## src/rtl/hdmi_timing_gen.sv

```systemverilog
// Raster timing generator for the AD9889B HDMI transmitter: HS/VS/DE plus FIFO-fed RGB.
// Optional colour-bar test pattern is enabled by defining HDMI_TIMING_TPG_EN.
module hdmi_timing_gen #(
  parameter int H_ACTIVE = 1920,
  parameter int H_FP     = 88,
  parameter int H_SYNC   = 44,
  parameter int H_BP     = 148,
  parameter int V_ACTIVE = 1080,
  parameter int V_FP     = 4,
  parameter int V_SYNC   = 5,
  parameter int V_BP     = 36,
  parameter bit SYNC_POL = 1'b1
) (
  input  logic        iClk,
  input  logic        iRst,
  input  logic        iEnable,
  input  logic        iGo,
  input  logic [23:0] ivRGB,
  input  logic        iFifoEmpty,
  input  logic        iClearErr,
`ifdef HDMI_TIMING_TPG_EN
  input  logic        iTpgSel,
`endif
  output logic        oFifoReadEn,
  output logic [7:0]  ovR,
  output logic [7:0]  ovG,
  output logic [7:0]  ovB,
  output logic        oHS,
  output logic        oVS,
  output logic        oDE,
  output logic [11:0] ovHcounter,
  output logic [10:0] ovVcounter,
  output logic        oUnderflow
);

  localparam int H_TOTAL = H_ACTIVE + H_FP + H_SYNC + H_BP;
  localparam int V_TOTAL = V_ACTIVE + V_FP + V_SYNC + V_BP;

  localparam logic [11:0] HC_LAST = 12'(H_TOTAL - 1);
  localparam logic [11:0] HC_ACT  = 12'(H_ACTIVE);
  localparam logic [11:0] HS_BEG  = 12'(H_ACTIVE + H_FP);
  localparam logic [11:0] HS_END  = 12'(H_ACTIVE + H_FP + H_SYNC);
  localparam logic [10:0] VC_LAST = 11'(V_TOTAL - 1);
  localparam logic [10:0] VC_ACT  = 11'(V_ACTIVE);
  localparam logic [10:0] VS_BEG  = 11'(V_ACTIVE + V_FP);
  localparam logic [10:0] VS_END  = 11'(V_ACTIVE + V_FP + V_SYNC);

  localparam logic SYNC_ON  = SYNC_POL;
  localparam logic SYNC_OFF = ~SYNC_POL;

  typedef enum logic [1:0] {
    S_IDLE  = 2'd0,
    S_ARMED = 2'd1,
    S_RUN   = 2'd2
  } state_t;

  state_t      r_state;
  state_t      w_state_next;
  logic [11:0] r_hc;
  logic [11:0] w_hc_next;
  logic [10:0] r_vc;
  logic [10:0] w_vc_next;
  logic        r_stop;
  logic        w_stop_next;

  logic        w_tpg;
  logic        w_run_next;
  logic        w_act_next;
  logic        w_hs_next;
  logic        w_vs_next;

  // Stage-0 registered decode, aligned with r_hc/r_vc
  logic        r_rd0;
  logic        r_act0;
  logic        r_hs0;
  logic        r_vs0;

  // Stage-1 outputs
  logic        r_de;
  logic        r_hs;
  logic        r_vs;
  logic [23:0] r_rgb;
  logic [23:0] w_rgb_next;
  logic        r_uf;
  logic        w_uf_set;

`ifdef HDMI_TIMING_TPG_EN
  localparam logic [11:0] BAR_W = 12'(H_ACTIVE / 8);
  logic        r_tpg0;
  logic [2:0]  r_bar0;
  logic [2:0]  w_bar_next;
  assign w_tpg      = iTpgSel;
  assign w_bar_next = 3'(w_hc_next / BAR_W);
`else
  assign w_tpg = 1'b0;
`endif

  always_comb begin
    w_state_next = r_state;
    w_hc_next    = r_hc;
    w_vc_next    = r_vc;
    w_stop_next  = r_stop;
    case (r_state)
      S_IDLE: begin
        w_hc_next   = '0;
        w_vc_next   = '0;
        w_stop_next = 1'b0;
        if (iEnable) begin
          w_state_next = S_ARMED;
        end
      end
      S_ARMED: begin
        w_hc_next = '0;
        w_vc_next = '0;
        if (iGo || w_tpg) begin
          w_state_next = S_RUN;
        end else if (!iEnable) begin
          w_state_next = S_IDLE;
        end
      end
      S_RUN: begin
        // A dropped enable is remembered so the frame always completes
        if (!iEnable) begin
          w_stop_next = 1'b1;
        end
        if (r_hc == HC_LAST) begin
          w_hc_next = '0;
          if (r_vc == VC_LAST) begin
            w_vc_next = '0;
            if (r_stop || !iEnable) begin
              w_state_next = S_IDLE;
              w_stop_next  = 1'b0;
            end
          end else begin
            w_vc_next = r_vc + 11'd1;
          end
        end else begin
          w_hc_next = r_hc + 12'd1;
        end
      end
      default: begin
        w_state_next = S_IDLE;
        w_hc_next    = '0;
        w_vc_next    = '0;
        w_stop_next  = 1'b0;
      end
    endcase
  end

  assign w_run_next = (w_state_next == S_RUN);
  assign w_act_next = w_run_next && (w_hc_next < HC_ACT) && (w_vc_next < VC_ACT);
  assign w_hs_next  = w_run_next && (w_hc_next >= HS_BEG) && (w_hc_next < HS_END);
  assign w_vs_next  = w_run_next && (w_vc_next >= VS_BEG) && (w_vc_next < VS_END);

  always_ff @(posedge iClk or posedge iRst) begin
    if (iRst) begin
      r_state <= S_IDLE;
      r_hc    <= '0;
      r_vc    <= '0;
      r_stop  <= 1'b0;
      r_rd0   <= 1'b0;
      r_act0  <= 1'b0;
      r_hs0   <= 1'b0;
      r_vs0   <= 1'b0;
    end else begin
      r_state <= w_state_next;
      r_hc    <= w_hc_next;
      r_vc    <= w_vc_next;
      r_stop  <= w_stop_next;
      r_rd0   <= w_act_next && !w_tpg;
      r_act0  <= w_act_next;
      r_hs0   <= w_hs_next;
      r_vs0   <= w_vs_next;
    end
  end

`ifdef HDMI_TIMING_TPG_EN
  always_ff @(posedge iClk or posedge iRst) begin
    if (iRst) begin
      r_tpg0 <= 1'b0;
      r_bar0 <= '0;
    end else begin
      r_tpg0 <= w_tpg;
      r_bar0 <= w_bar_next;
    end
  end
`endif

  // An empty FIFO on a read still produces a (black) pixel so DE timing never slips
  always_comb begin
    w_rgb_next = '0;
    if (r_act0 && (r_state == S_RUN) && !iFifoEmpty) begin
      w_rgb_next = ivRGB;
    end
`ifdef HDMI_TIMING_TPG_EN
    if (r_act0 && (r_state == S_RUN) && r_tpg0) begin
      w_rgb_next = {{8{~r_bar0[1]}}, {8{~r_bar0[2]}}, {8{~r_bar0[0]}}};
    end
`endif
  end

  assign w_uf_set = r_rd0 && iFifoEmpty;

  always_ff @(posedge iClk or posedge iRst) begin
    if (iRst) begin
      r_de  <= 1'b0;
      r_hs  <= SYNC_OFF;
      r_vs  <= SYNC_OFF;
      r_rgb <= '0;
      r_uf  <= 1'b0;
    end else begin
      r_de  <= r_act0 && (r_state == S_RUN);
      r_hs  <= (r_hs0 && (r_state == S_RUN)) ? SYNC_ON : SYNC_OFF;
      r_vs  <= (r_vs0 && (r_state == S_RUN)) ? SYNC_ON : SYNC_OFF;
      r_rgb <= w_rgb_next;
      if (w_uf_set) begin
        r_uf <= 1'b1;
      end else if (iClearErr) begin
        r_uf <= 1'b0;
      end
    end
  end

  assign oFifoReadEn = r_rd0;
  assign ovHcounter  = r_hc;
  assign ovVcounter  = r_vc;
  assign oDE         = r_de;
  assign oHS         = r_hs;
  assign oVS         = r_vs;
  assign ovR         = r_rgb[23:16];
  assign ovG         = r_rgb[15:8];
  assign ovB         = r_rgb[7:0];
  assign oUnderflow  = r_uf;

endmodule
```

## config.mk

```make
export PLATFORM = sky130hd
export DESIGN_NAME = hdmi_timing_gen
export DESIGN_NICKNAME = d
export VERILOG_FILES = /design/src/rtl/hdmi_timing_gen.sv
export SDC_FILE = /design/constraint.sdc
export NUM_CORES = 1
export LEC_CHECK = 0
export CAP_MARGIN = 20
export CORE_ASPECT_RATIO = 0.6
export CORE_MARGIN = 5
export CORE_UTILIZATION = 35
export CTS_CLUSTER_SIZE = 28
export DETAILED_ROUTE_END_ITERATION = 7
export DONT_BUFFER_PORTS = 1
export PLACE_DENSITY_LB_ADDON = 0.3
export SLEW_MARGIN = 20
export SYNTH_ARGS = -nofsm -noshare
export SYNTH_HDL_FRONTEND = slang
export SYNTH_SLANG_ARGS = --single-unit
```

## constraint.sdc

```tcl
create_clock -name iClk -period 2.3 [get_ports iClk]
set_input_delay 0.345 -clock iClk [delete_from_list [all_inputs] [get_ports iClk]]
set_output_delay 0.345 -clock iClk [all_outputs]
set_load 0.005 [all_outputs]
```

Word-level counts from Yosys, hierarchy flattened. Index checks and enable logic that the tools add are counted.

Register bits after elaboration: 57. Output and inout bits: 52. Input bits: 30. Logic and storage cells: 63.

Magnitude comparators: 6. Mux-type cells: 22. $add $sub $neg: 2. Equal/unequal tests: 5. Reductions and logical operators: 16.

Operators by type and width (number): 11-bit 2-to-1 mux (3); 12-bit 2-to-1 mux (2); 24-bit 2-to-1 mux (1); 11-bit less-than comparator, second input constant (2); 12-bit by 1-bit adder with 12-bit output, second input constant (1); 12-bit == test, second input constant (1); 12-bit by 11-bit greater-or-equal comparator with 1-bit output, second input constant (1); 12-bit by 11-bit less-than comparator with 1-bit output, second input constant (1); 12-bit less-than comparator, second input constant (1); 2-bit 2-to-1 mux (6); 11-bit by 1-bit adder with 11-bit output, second input constant (1); 11-bit == test, second input constant (1); 11-bit greater-or-equal comparator, second input constant (1); 1-bit logical AND (11); 1-bit 2-to-1 mux (8); 2-bit one-hot mux with 3 select lines (1); 2-bit == test, second input constant (2); 2-bit by 1-bit == test with 1-bit output, second input constant (1); 1-bit logical NOT (2); 2-bit logical NOT (1); 1-bit one-hot mux with 2 select lines (1); 2-bit nonzero test (1); 1-bit logical OR (1).

Logic depth before layout (Yosys ltp).
Depth after elaboration: 9. Mapped depth: 11. Mapped depth without buffers: 9.

Worst setup path after synthesis. Ideal clock, no wire load.

Path kind: register to register. Start: register r_hc[0] (netlist: ovHcounter[0]). End: register r_hs0. Data required time: 2.190 ns. Stages on the path, launching flop included: 10. Clock period less this slack: 2.274 ns. Setup slack: 0.026 ns. Arrival: 2.164 ns. Buffers on the path: 1. Library setup time: 0.110 ns. Path through: dfrtp_1 > ha_1 > and3_1 > buf_6 > nand3_2 > or4b_1 > o21ai_0 > a21oi_1 > or4_1 > o41ai_1.

Longest elaborated chain between the ends: 6. Elaborated cells on any way between the ends: 11. Classes of those cells: 1 x add/sub; 2 x order compare; 2 x eq/ne; 4 x mux; 2 x reduce/logical.

Ends and longest elaborated chain: start: declaration (RTL line 59) `logic [11:0] r_hc;`; start signal: assignment (RTL line 167) `r_hc <= w_hc_next;`; 12-bit by 1-bit adder with 12-bit output or 12-bit == test (tied branches) (RTL line 138, 126); 12-bit 2-to-1 mux or 2-bit 2-to-1 mux (tied branches) (RTL line 126) `if (r_hc == HC_LAST) begin`; 12-bit 2-to-1 mux or 2-bit one-hot mux with 3 select lines (tied branches) (RTL line 103) `case (r_state)`; 12-bit by 11-bit greater-or-equal comparator with 1-bit output or 2-bit == test (tied branches) (RTL line 152, 150); 1-bit logical AND (RTL line 152) `assign w_hs_next = w_run_next && (w_hc_next >= HS_BEG) && (w_hc_next < HS_END);`; 1-bit logical AND (*) (RTL line 152); net w_hs_next (RTL line 69) `logic w_hs_next;`; end signal: assignment (RTL line 172) `r_hs0 <= w_hs_next;`; end: declaration (RTL line 75) `logic r_hs0;`.

The timed path passes the listed nets; every way through them passes the cells marked *. A chain may end at the register's enable or synchronous reset.

Worst setup path after layout. Ends and elaborated chain as after synthesis.

==> reports/summary.md <==
### Pwr
- 0.0003346 V — maximum resistive drop on vdd
- 0.001525 uW — Leakage
- 910.2 nW/um^2 — power density normalized to cell area

### Worst setup path
- 4 — Critical Path Fanout Max
- reg2reg — type of the worst setup path
- 2510 ps — required time of the critical path
- flip-flop — endpoint class of the critical path
- ovHcounter[0]$_DFF_PP0_ — startpoint of the worst setup timing path
- 2400 ps — worst endpoint data arrival time
- flip-flop — startpoint kind of the worst setup timing path
- ovHcounter[0]$_DFF_PP0_ — Crit Reg-Reg Startpoint

### Yosys
- 51.35% — sequential-to-total area share from yosys stat
- 270 — synthesized netlist cell count
- 303 — Mapped Nets
- dfrtp_1 — Synth Flop Type
- 100.0% — share of flip-flops with an asynchronous set or reset after synthesis
- 57 — register bit count reported by yosys
- 10.29 sq um — syn avg cell area
- 51 — number of different library cells in the post-synthesis netlist
- 0 — warning count from the yosys run
- 2778 sq um — cell area after technology mapping
- 0 — Post-synth EDFFs

### Detailed routing
- 0 — drt drc
- 140 — number of design-rule violations left by the first detailed-router iteration
- 6823 um — aggregate routed wire length
- 2023 — routed vias
- 4.971 — Avg Vias per Cell
- 16.76 um — final routed wire length divided by cell count
- 4 — Pre-antenna DRT Iters
- 0 — number of nets with antenna violations after routing

### Floorplanning
- 25 — placement row count
- 82 — top-level port count
- 7789 sq um — Core Area
- 35.66% — Initial Util
- 79.01 um — vertical extent of the die
- 9876 sq um — die area
- 125.0 um — die span in x

### STA
- 0 — number of pins with negative max-slew slack in the final report
- 3.740 ps — post-route clock skew
- 2190 ps — minimum clock period
- 0 — final number of hold-violating endpoints
- 95.23% — ratio of final minimum period to clock period
- 61.12% — max_slew headroom
- 109.7 ps — fin worst setup slack
- no — RSZ-0062 raised after global routing
- 0.4565 GHz — timing-limited maximum frequency
- 0 — final setup fails
- 0 ps — post-route setup TNS
- 582.3 ps — slew of the pin with the lowest slew margin
- 135.2 ps — Final Hold Slack

### Status
- completed — status

### Clock network
- 9 — number of buffers added by the clock tree synthesis step
- 0 — post-CTS resize count
- 3 — H-Tree Depth
- 2 — clock buffer depth
- built — clock tree from TritonCTS
- clkbuf_16 — master cell of the clock root buffer
- 50 ps — clk slew on worst S/H paths
- 57 — Clock Sinks
- 330 ps — latest clock arrival within the worst-skew pair

### Place
- 5119 um — HPWL after detailed placement
- 125.6 ps — pre-CTS worst setup slack
- 0.8340 — final estimated routing congestion in global placement
- 0 — number of port buffers

### Global route
- 0 — aggregate global routing overflow
- 31 — maximum number of pins on one net before global-route repair
- 14.83% — combined global-route utilization of all metal layers
- 0 — initial antenna violation count
- 2016 — vias in the first global route
- 11210 um — first-pass GRT wire length

### Finish
- 328 — Final Net Count
- 0 — antenna cell count
- 742 — # fillers
- 18.39% — fraction of layout cells with a size suffix above 1
- 20.72% — layout-stage area growth over the synthesis result

### Min path
- iClearErr — Worst Hold Launch
- in2reg — worst hold-check path type

### Job
- 0 — max-cap violations

-- sequential cells by signal, summed over array words and instances (netlist names) --
name        flops
r_rgb          24
ovHcounter     12
ovVcounter     11
r_state         2
oDE             1
oHS             1
oUnderflow      1
oVS             1
r_act0          1
r_hs0           1
r_stop          1
r_vs0           1
-- synthesized netlist by cell type, types with 3 or more instances --
cell,n,area (sq um)
clkbuf_1,3,11.26
xnor2_1,10,87.58
o21ai_0,8,40.04
nor3_1,5,25.02
dfrtp_1,57,1426
nor2_1,28,105.1
a21oi_1,4,20.02
ha_1,3,37.54
and2_1,27,168.9
nand2_1,17,63.81
buf_4,3,22.52
nand2b_1,4,25.02
nand3_1,9,45.04
buf_2,5,25.02
nor2b_1,5,31.28
buf_6,4,45.04
and3_1,7,43.79
inv_1,9,33.78
xor2_1,11,96.34
nand4_1,8,50.05
nor4_1,3,18.77
-- logic make-up after synthesis --
kind of cell | after synthesis | share of synthesized area (%)
AOI/OAI and AO/OA | 26 | 5.901
xor gates and xnor gates | 21 | 6.621
adders and majority gates | 3 | 1.351
buffers and inverters | 25 | 5.135
DFF | 57 | 51.35
muxes | 2 | 0.7207
and+or+nand+nor | 136 | 28.92
-- where the power goes --
part	leakage, uW	internal, uW	switching, uW	total, uW
Sequential	0.000779	1130	90.7	1220
Clock	0.000155	935	441	1380
Combinational	0.000591	183	273	456
-- repair_timing --
item	4_1_cts	5_1_grt
endpoints found under the hold margin	27	0
endpoints found under the setup margin	0	2
hold buffers	1	0
buffers inserted	0	2
-- placed cells by master, fill, tap and decap left out, drive strengths merged, types with 2 or more instances in the layout --
master	instances
nand3	10
nor4b	4
o21ai	8
clkinv	4
and3b	2
nor3b	3
o21a	2
and3	8
a31oi	2
nand2b	4
nand2	19
xnor2	10
buf	29
o22ai	2
nor3	5
dfrtp	57
bufinv	2
ha	3
nand4	8
nor4	4
xor2	11
mux2i	2
nor2	28
and2	27
nor2b	5
inv	9
clkbuf	9
or2	2
a211oi	2
and4b	2
a21oi	4
-- metal layers --
layer,share of wire (%),global-route usage [%]
met5,0,0
met4,1.4,5.844
met3,9.7,8.199
met2,39,19.67
met1,49,19.86
-- stage by stage --
step | utilization, % | cell area [sq um] | total power, uW | instances
3_5_place_dp | 38.76 | 3019 | 1707 | 389
6_report | 43.05 | 3353 | 3052 | 407
2_1_floorplan | - | 2778 | 1507 | 270
4_1_cts | 42.86 | 3338 | 3117 | 405
3_3_place_gp | 38.76 | 3019 | 1697 | 389
5_1_grt | 43.05 | 3353 | 3235 | 407
-- worst max-delay path: stages, from the launching register on --
cell and delay [ps]:
dfrtp_1 370, ha_1 240, and3_1 230, nand3_2 110, or4b_1 420, o21ai_0 80
a21oi_1 80, or4_1 460, o41ai_1 70
-- path summary, 6_finish.rpt --
kind                                                to  slack, ps  cells after the start
worst max-delay path                   r_hs0$_DFF_PP0_        110                      8
worst min register to register           oHS$_DFF_PP0_        450                      1
worst min-delay path            oUnderflow$_DFFE_PP0P_        140                      1
worst max register to register         r_hs0$_DFF_PP0_        110                      8
min in group asynchronous                oVS$_DFF_PP0_        540                      2
max in group asynchronous         r_state[1]$_DFF_PP0_       1200                      3
-- layout make-up --
| class | instances | area, sq um | share of cell area, % |
|---|---|---|---|
| flip-flops and latches | 57 | 1426 | 42.54 |
| well taps | 108 | 135.1 | 4.030 |
| inverters | 9 | 33.78 | 1.007 |
| clock inverters | 6 | 83.83 | 2.500 |
| clock buffers | 9 | 225.2 | 6.716 |
| repair buffers | 30 | 240.2 | 7.164 |
| multi-input cells | 188 | 1209 | 36.04 |
(Power assumes the default switching activity.)
